===== src/rtl/ioctl_byte_tx.sv =====
// Serializes 32-bit big-endian words into byte-wide ioctl_wr strobes for the ioctl download
// stream, honouring ioctl_wait backpressure and a minimum idle gap between strobes.
module ioctl_byte_tx #(
    parameter int unsigned ADDR_W = 25,
    parameter int unsigned WR_GAP = 3
) (
    input  logic              clk_i,
    input  logic              reset_i,
    input  logic              dl_start_i,
    input  logic [15:0]       dl_index_i,
    input  logic              dl_end_i,
    input  logic              wr_valid_i,
    output logic              wr_ready_o,
    input  logic [ADDR_W-1:0] wr_addr_i,
    input  logic [31:0]       wr_data_i,
    input  logic [2:0]        wr_len_i,
    output logic              ioctl_download_o,
    output logic [15:0]       ioctl_index_o,
    output logic              ioctl_wr_o,
    output logic [ADDR_W-1:0] ioctl_addr_o,
    output logic [7:0]        ioctl_data_o,
    input  logic              ioctl_wait_i,
    output logic              busy_o
);

    // GAP always occupies at least one cycle so ioctl_wr can never be high back to back.
    localparam int unsigned GapCycles = (WR_GAP == 0) ? 1 : WR_GAP;
    localparam logic [3:0]  GapLast   = 4'(GapCycles - 1);

    typedef enum logic [1:0] {StIdle, StOpen, StArm, StGap} state_e;

    state_e            state_q;
    logic              download_q;
    logic [15:0]       index_q;
    logic              wr_q;
    logic [ADDR_W-1:0] addr_q;
    logic [7:0]        data_q;
    logic [31:0]       word_q;
    logic [ADDR_W-1:0] base_q;
    logic [2:0]        len_q;
    logic [2:0]        cnt_q;
    logic [3:0]        gap_q;
    logic              end_pend_q;

    logic [2:0] len_clamp;
    logic [7:0] byte_sel;
    logic       more_bytes;

    always_comb begin
        len_clamp  = (wr_len_i > 3'd4) ? 3'd4 : wr_len_i;
        more_bytes = (cnt_q + 3'd1) < len_q;
        byte_sel   = word_q[31:24];
        case (cnt_q[1:0])
            2'd0:    byte_sel = word_q[31:24];
            2'd1:    byte_sel = word_q[23:16];
            2'd2:    byte_sel = word_q[15:8];
            default: byte_sel = word_q[7:0];
        endcase
    end

    always_ff @(posedge clk_i or posedge reset_i) begin
        if (reset_i) begin
            state_q    <= StIdle;
            download_q <= 1'b0;
            index_q    <= '0;
            wr_q       <= 1'b0;
            addr_q     <= '0;
            data_q     <= '0;
            word_q     <= '0;
            base_q     <= '0;
            len_q      <= '0;
            cnt_q      <= '0;
            gap_q      <= '0;
            end_pend_q <= 1'b0;
        end else begin
            wr_q <= 1'b0;
            unique case (state_q)
                StIdle: begin
                    if (dl_start_i) begin
                        state_q    <= StOpen;
                        download_q <= 1'b1;
                        index_q    <= dl_index_i;
                        end_pend_q <= dl_end_i;
                    end
                end
                StOpen: begin
                    // A close request beats a word offered in the same cycle.
                    if (dl_end_i || end_pend_q) begin
                        state_q    <= StIdle;
                        download_q <= 1'b0;
                        end_pend_q <= 1'b0;
                    end else if (wr_valid_i) begin
                        word_q  <= wr_data_i;
                        base_q  <= wr_addr_i;
                        len_q   <= len_clamp;
                        cnt_q   <= '0;
                        state_q <= StArm;
                    end
                end
                StArm: begin
                    if (dl_end_i) begin
                        end_pend_q <= 1'b1;
                    end
                    if (len_q == 3'd0) begin
                        state_q <= StOpen;
                    end else if (!ioctl_wait_i) begin
                        wr_q    <= 1'b1;
                        addr_q  <= base_q + ADDR_W'(cnt_q);
                        data_q  <= byte_sel;
                        gap_q   <= '0;
                        state_q <= StGap;
                    end
                end
                StGap: begin
                    if (dl_end_i) begin
                        end_pend_q <= 1'b1;
                    end
                    if (gap_q == GapLast) begin
                        if (more_bytes) begin
                            cnt_q   <= cnt_q + 3'd1;
                            state_q <= StArm;
                        end else begin
                            state_q <= StOpen;
                        end
                    end else begin
                        gap_q <= gap_q + 4'd1;
                    end
                end
                default: state_q <= StIdle;
            endcase
        end
    end

    assign wr_ready_o       = (state_q == StOpen);
    assign busy_o           = (state_q == StArm) || (state_q == StGap);
    assign ioctl_download_o = download_q;
    assign ioctl_index_o    = index_q;
    assign ioctl_wr_o       = wr_q;
    assign ioctl_addr_o     = addr_q;
    assign ioctl_data_o     = data_q;

endmodule


===== config.mk =====
export PLATFORM = sky130hd
export DESIGN_NAME = ioctl_byte_tx
export DESIGN_NICKNAME = d
export VERILOG_FILES = /design/src/rtl/ioctl_byte_tx.sv
export SDC_FILE = /design/constraint.sdc
export NUM_CORES = 1
export LEC_CHECK = 0
export ABC_AREA = 1
export BUFFER_PORTS_ARGS = -buffer_cell sky130_fd_sc_hd__buf_2
export CORE_AREA = 10 10 150 152
export CTS_CLUSTER_DIAMETER = 60
export DETAILED_ROUTE_END_ITERATION = 12
export DIE_AREA = 0 0 160 162
export SLEW_MARGIN = 0
export SYNTH_ARGS = -nofsm -noshare
export SYNTH_HDL_FRONTEND = slang
export SYNTH_SLANG_ARGS = --single-unit

===== constraint.sdc =====
create_clock -name clk_i -period 4.65 [get_ports clk_i]
set_clock_uncertainty 0.05 [all_clocks]
set_input_delay 0.2325 -clock clk_i [delete_from_list [all_inputs] [get_ports clk_i]]
set_output_delay 0.2325 -clock clk_i [all_outputs]
set_load 0.005 [all_outputs]

Word-level counts from Yosys, hierarchy flattened
Index checks and enable logic that the tools add are counted.
{ "word_totals": {"elab_cells": 83, "inputBits": 82, "out_inout_bits": 53, "ff_bits": 121} }
{ "op_classes": {"bitwise": 3, "order_cmp": 2, "add_sub_neg": 3, "muxes": 28, "n_reduce_logical": 17, "eq_ne": 18} }
{ "ops": {"columns": ["cell", "count"], "rows": [
  ["$add 25x3->25", 1],
  ["$pmux 8 s3", 1],
  ["$ne 2x2->1 const B", 8],
  ["$mux 3", 5],
  ["$mux 2", 7],
  ["$mux 4", 3],
  ["$reduce_and 3->1", 4],
  ["$pmux 2 s4", 1],
  ["$pmux 4 s2", 1],
  ["$reduce_and 4->1", 2],
  ["$mux 1", 7],
  ["$eq 2x2->1 const B", 3],
  ["$pmux 3 s2", 1],
  ["$reduce_bool 2->1", 3],
  ["$reduce_and 5->1", 1],
  ["$add 4x1->4 const B", 1],
  ["$eq 2x1->1 const B", 2],
  ["$eq 4x2->1 const B", 1],
  ["$logic_not 2->1", 2],
  ["$ne 2x1->1 const B", 2],
  ["$add 3x1->3 const B", 1],
  ["$gt 3x3->1 const B", 1],
  ["$logic_not 3->1", 1],
  ["$lt 3x3->1", 1],
  ["8 further kinds", 11]
]} }

Depth between registers and ports, before layout
{ "depth": {"ltp_word": 5, "depth_mapped": 13, "depth_no_buf": 13} }

Worst setup path before layout
OpenSTA, ideal clock, no wires.
{ "synth_timing": {"path_kind": "reg2reg", "start": "register cnt_q[0]", "end": "register addr_q[16], in the netlist ioctl_addr_o[16]", "required_time_ps": 4483, "setup_time_ps": 117, "t_arrival_ps": 1699, "path_stages_with_launch": 12, "period_less_slack_ps": 1866, "setup_slack_ps": 2784, "cell_sequence": "dfrtp_1 -> ha_1 -> inv_1 -> fa_1 -> inv_1 -> nand3_1 -> nand2_1 -> inv_1 -> nor2_1 -> nand3_1 -> nand3_1 -> nand2_1"} }
{ "synth_via": {"elab_chain_len": 1} }
{ "synth_rtl": {"columns": ["item", "line_no", "rtl"], "rows": [
  ["from (decl)", "41", "logic [2:0] cnt_q;"],
  ["from (signal assigned)", "120", "cnt_q <= cnt_q + 3'd1;"],
  ["$add 25x3->25", "108", "addr_q <= base_q + ADDR_W'(cnt_q);"],
  ["to (signal assigned)", "108", null],
  ["to (decl)", "36", "logic [ADDR_W-1:0] addr_q;"]
]} }
No other way between the ends.
A chain may end at the register's enable or synchronous reset.

Final worst setup path
{ "layout_timing": {"start": "register cnt_q[0]", "end": "register addr_q[18], in the netlist ioctl_addr_o[18]"} }
The elaborated chain is that of the path after synthesis.

==> results.md <==
- Data arrival, critical path: 2.59 ns
- Number of buffers inserted by post-CTS setup repair: 0
- Slew @ Worst Pin: 0.826 ns
- First-pass GRT wire length: about 28 mm
- Relative slew slack: 44.9%
- Initial drt markers: 303
- Status: finished clean
- Total CTS buffers: 17
- Post-synth top area share: 52.6%
- Cell Area, Synth: 5760 um^2
- Critical path class: flip-flop to flip-flop
- Most frequent cells after synthesis: nand2_1, dfrtp_1, inv_1, o21ai_0, nand3_1
- Nets: 999
- DR vias/cell: 4.35
- Sequential-to-total area share from yosys stat: 52.6%
- Leak: 4.10 nW
- Top-level I/O count: 135
- Vias post-DR: 5,151
- Number of synthesized flops with an enable pin: 0
- CP Cell Sequence: ha_1 -> inv_1 -> fa_1 -> inv_1 -> nand3_1 -> a21oi_1 -> nand3_1 -> nand2_1 -> nand3_1 -> nand2_1
- Tot Pwr: 4.58 mW
- Final setup fails: 0
- Count leader, synth: nand2_1
- CP required: 4.95 ns
- Crit end category: flip-flop
- Synth Flop Type: dfrtp_1
- Post-route insts no fill: 1,183
- Largest net degree at the start of global routing: 76
- Starting Density: just under 30%
- GP Congestion: 0.819
- CTS root buffer: clkbuf_16
- Syn Inst Count: 705
- Cell Rows: 51
- Synth cell types: 29
- Area contributors post-synth: dfrtp_1, nand2_1, o21ai_0
- Post-DRT Antenna Nets: 0
- Hold Slack: 0.0137 ns
- Post-Place Cells: 1,081
- Htree depth: 4
- TritonCTS Sinks: between 100 and 150
- Clk_lat worst skew: approximately 0.42 ns
- Synth warn: 0
- Critical Path Most Common Cell: nand3_1
- Highest-delay cell along the critical path: dfrtp_1
- Fillcell total: 1,957
- Core area: 19,400 um^2
- Detailed placer's ending HPWL: between 10 and 15 mm
- CP startpoint kind: flip-flop
- Hold_buf cts: 69
- RSZ-0062 raised after global routing: no
- Die area: 25,900 um^2
- GRT Total Usage: 13.4%
- Final Cycle Share: 49.3%
- Wire per inst: 14.3 um
- CTS tree: yes
- DRC viols: 0
- Vias in the first global route: about 5,300
- Number of synthesized register bits: 121
- 1st-pass router iterations: 5
- Share of cells above drive strength 1: between 20% and 30%
- Clock Tree Buf Depth: 2
- Dominant cell type by area after synthesis: dfrtp_1
- Tmin final: ~2.3 ns
- Ys async rst share: 100%
- Max-Cap Viols: 0
- Final wirelength: approximately 17 mm
- Critical path fanouts, max: 8
- Final hold violation count: 0
- Die Height: 162 um
- Die X: 160 um
- Initial antenna violation count: 1
- IR drop worst, VDD: about 0.26 mV
- P per Cell Area: 577 nW/um^2
- Max incr delay on CP: 0.50 ns
- Avg Synthesized Cell Area: between 8 and 9 um^2
- Area Overhead vs Synth: 38.0%
- Hold Path Class: primary input to flip-flop
- Fmax: 437 MHz
- Worst-path clk slew: 0.06 ns
- PortBufs: 134
- Syn Nets: 800
- Setup_tns: 0 ns
- Post_cts resized: 0
- Slew Viols, Final: 0
- Overflow after GRT: 0
## per-layer routing
metal  vias to the layer above  global-route usage, %  wire length [um]
met5                         -                      0                 0
met4                         0                   5.09               266
met3                        18                   4.63              1150
met2                       136                   20.4              7680
met1                      2371                   17.1              7860
li1                       2626                      -                 -
## cells by family (layout without fill, tap and decap cells)
logic type	Yosys count	count (layout)	share of synthesized area, %
and+or+nand+nor	408	408	28.8
DFF	121	121	52.6
buffers and inverters	81	293	6.15
AOI/OAI and AO/OA	60	60	5.48
muxes	16	16	3.13
adders and majority gates	13	13	2.96
xor gates and xnor gates	6	6	0.913
other	0	1	0
## where the power goes
part | total, mW | leakage [nW] | internal, mW | switching (mW)
Combinational | 1.43 | 2.30 | 0.607 | 0.823
Clock | 1.38 | 0.292 | 0.853 | 0.526
Sequential | 1.77 | 1.51 | 1.48 | 0.290
Total | 4.58 | 4.10 | 2.94 | 1.64
## area by class of cell
| type | count | area [um^2] | area share [%] |
|---|---|---|---|
| clock buffer | 17 | 425 | 5.36 |
| tap | 265 | 332 | 4.18 |
| sequential | 121 | 3030 | 38.1 |
| timing repair buffer | 206 | 1380 | 17.4 |
| antenna | 1 | 2.50 | 0.0315 |
| clock inverter | 15 | 188 | 2.36 |
| inverter | 55 | 209 | 2.63 |
| multi-input combinational | 503 | 2370 | 29.9 |
## final timing paths
check / startpoint / cells past startpoint / to / slack (ns)
min: wr_addr_i[22] / 3 / base_q[22] / 0.01
max: cnt_q[0] / 10 / ioctl_addr_o[18] / 2.36
min in group asynchronous: reset_i / 3 / ioctl_index_o[13] / 0.32
max in group asynchronous: reset_i / 4 / ioctl_addr_o[19] / 3.08
min reg2reg: word_q[6] / 2 / word_q[6] / 0.42
max reg2reg: cnt_q[0] / 10 / ioctl_addr_o[18] / 2.36
## metrics by stage
stage	setup WS (ns)	util, %	area [um^2]
2_1_floorplan	1.15	-	5760
3_3_place_gp	2.40	34.2	6640
3_5_place_dp	2.35	34.2	6640
4_1_cts	2.33	40.9	7940
5_1_grt	2.11	40.9	7940
6_report	2.36	40.9	7940
## layout by cell type (no fill, tap or decap), drive strengths merged, types with 3 or more instances in the layout
cell         Yosys  final
nand2          313    313
buf             16    137
dfrtp          121    121
dlygate4sd3      0     69
inv             55     61
o21ai           49     49
nand3           40     40
nor2            40     40
clkbuf          10     17
mux2            16     16
ha              12     12
nand4           11     11
xor2             4      4
a21oi            4      4
o22ai            3      3
bufinv           0      3
clkinvlp         0      3
or2              3      3
clkinv           0      3
## critical path, delay by kind of cell (launching register included)
kind            cells  cell delay (ns)
flops               1             0.50
buf+inv             2             0.15
simple gates        5             0.50
fa+ha+maj           2             0.62
compound gates      1             0.41
## registers in the layout (all words and copies together), names as in the netlist
register	cells
gap_q	4
base_q	25
ioctl_data_o	8
ioctl_download_o	1
ioctl_index_o	16
ioctl_wr_o	1
end_pend_q	1
state_q	2
len_q	3
word_q	32
ioctl_addr_o	25
cnt_q	3
Note: power is estimated with default switching activity, not from simulation.
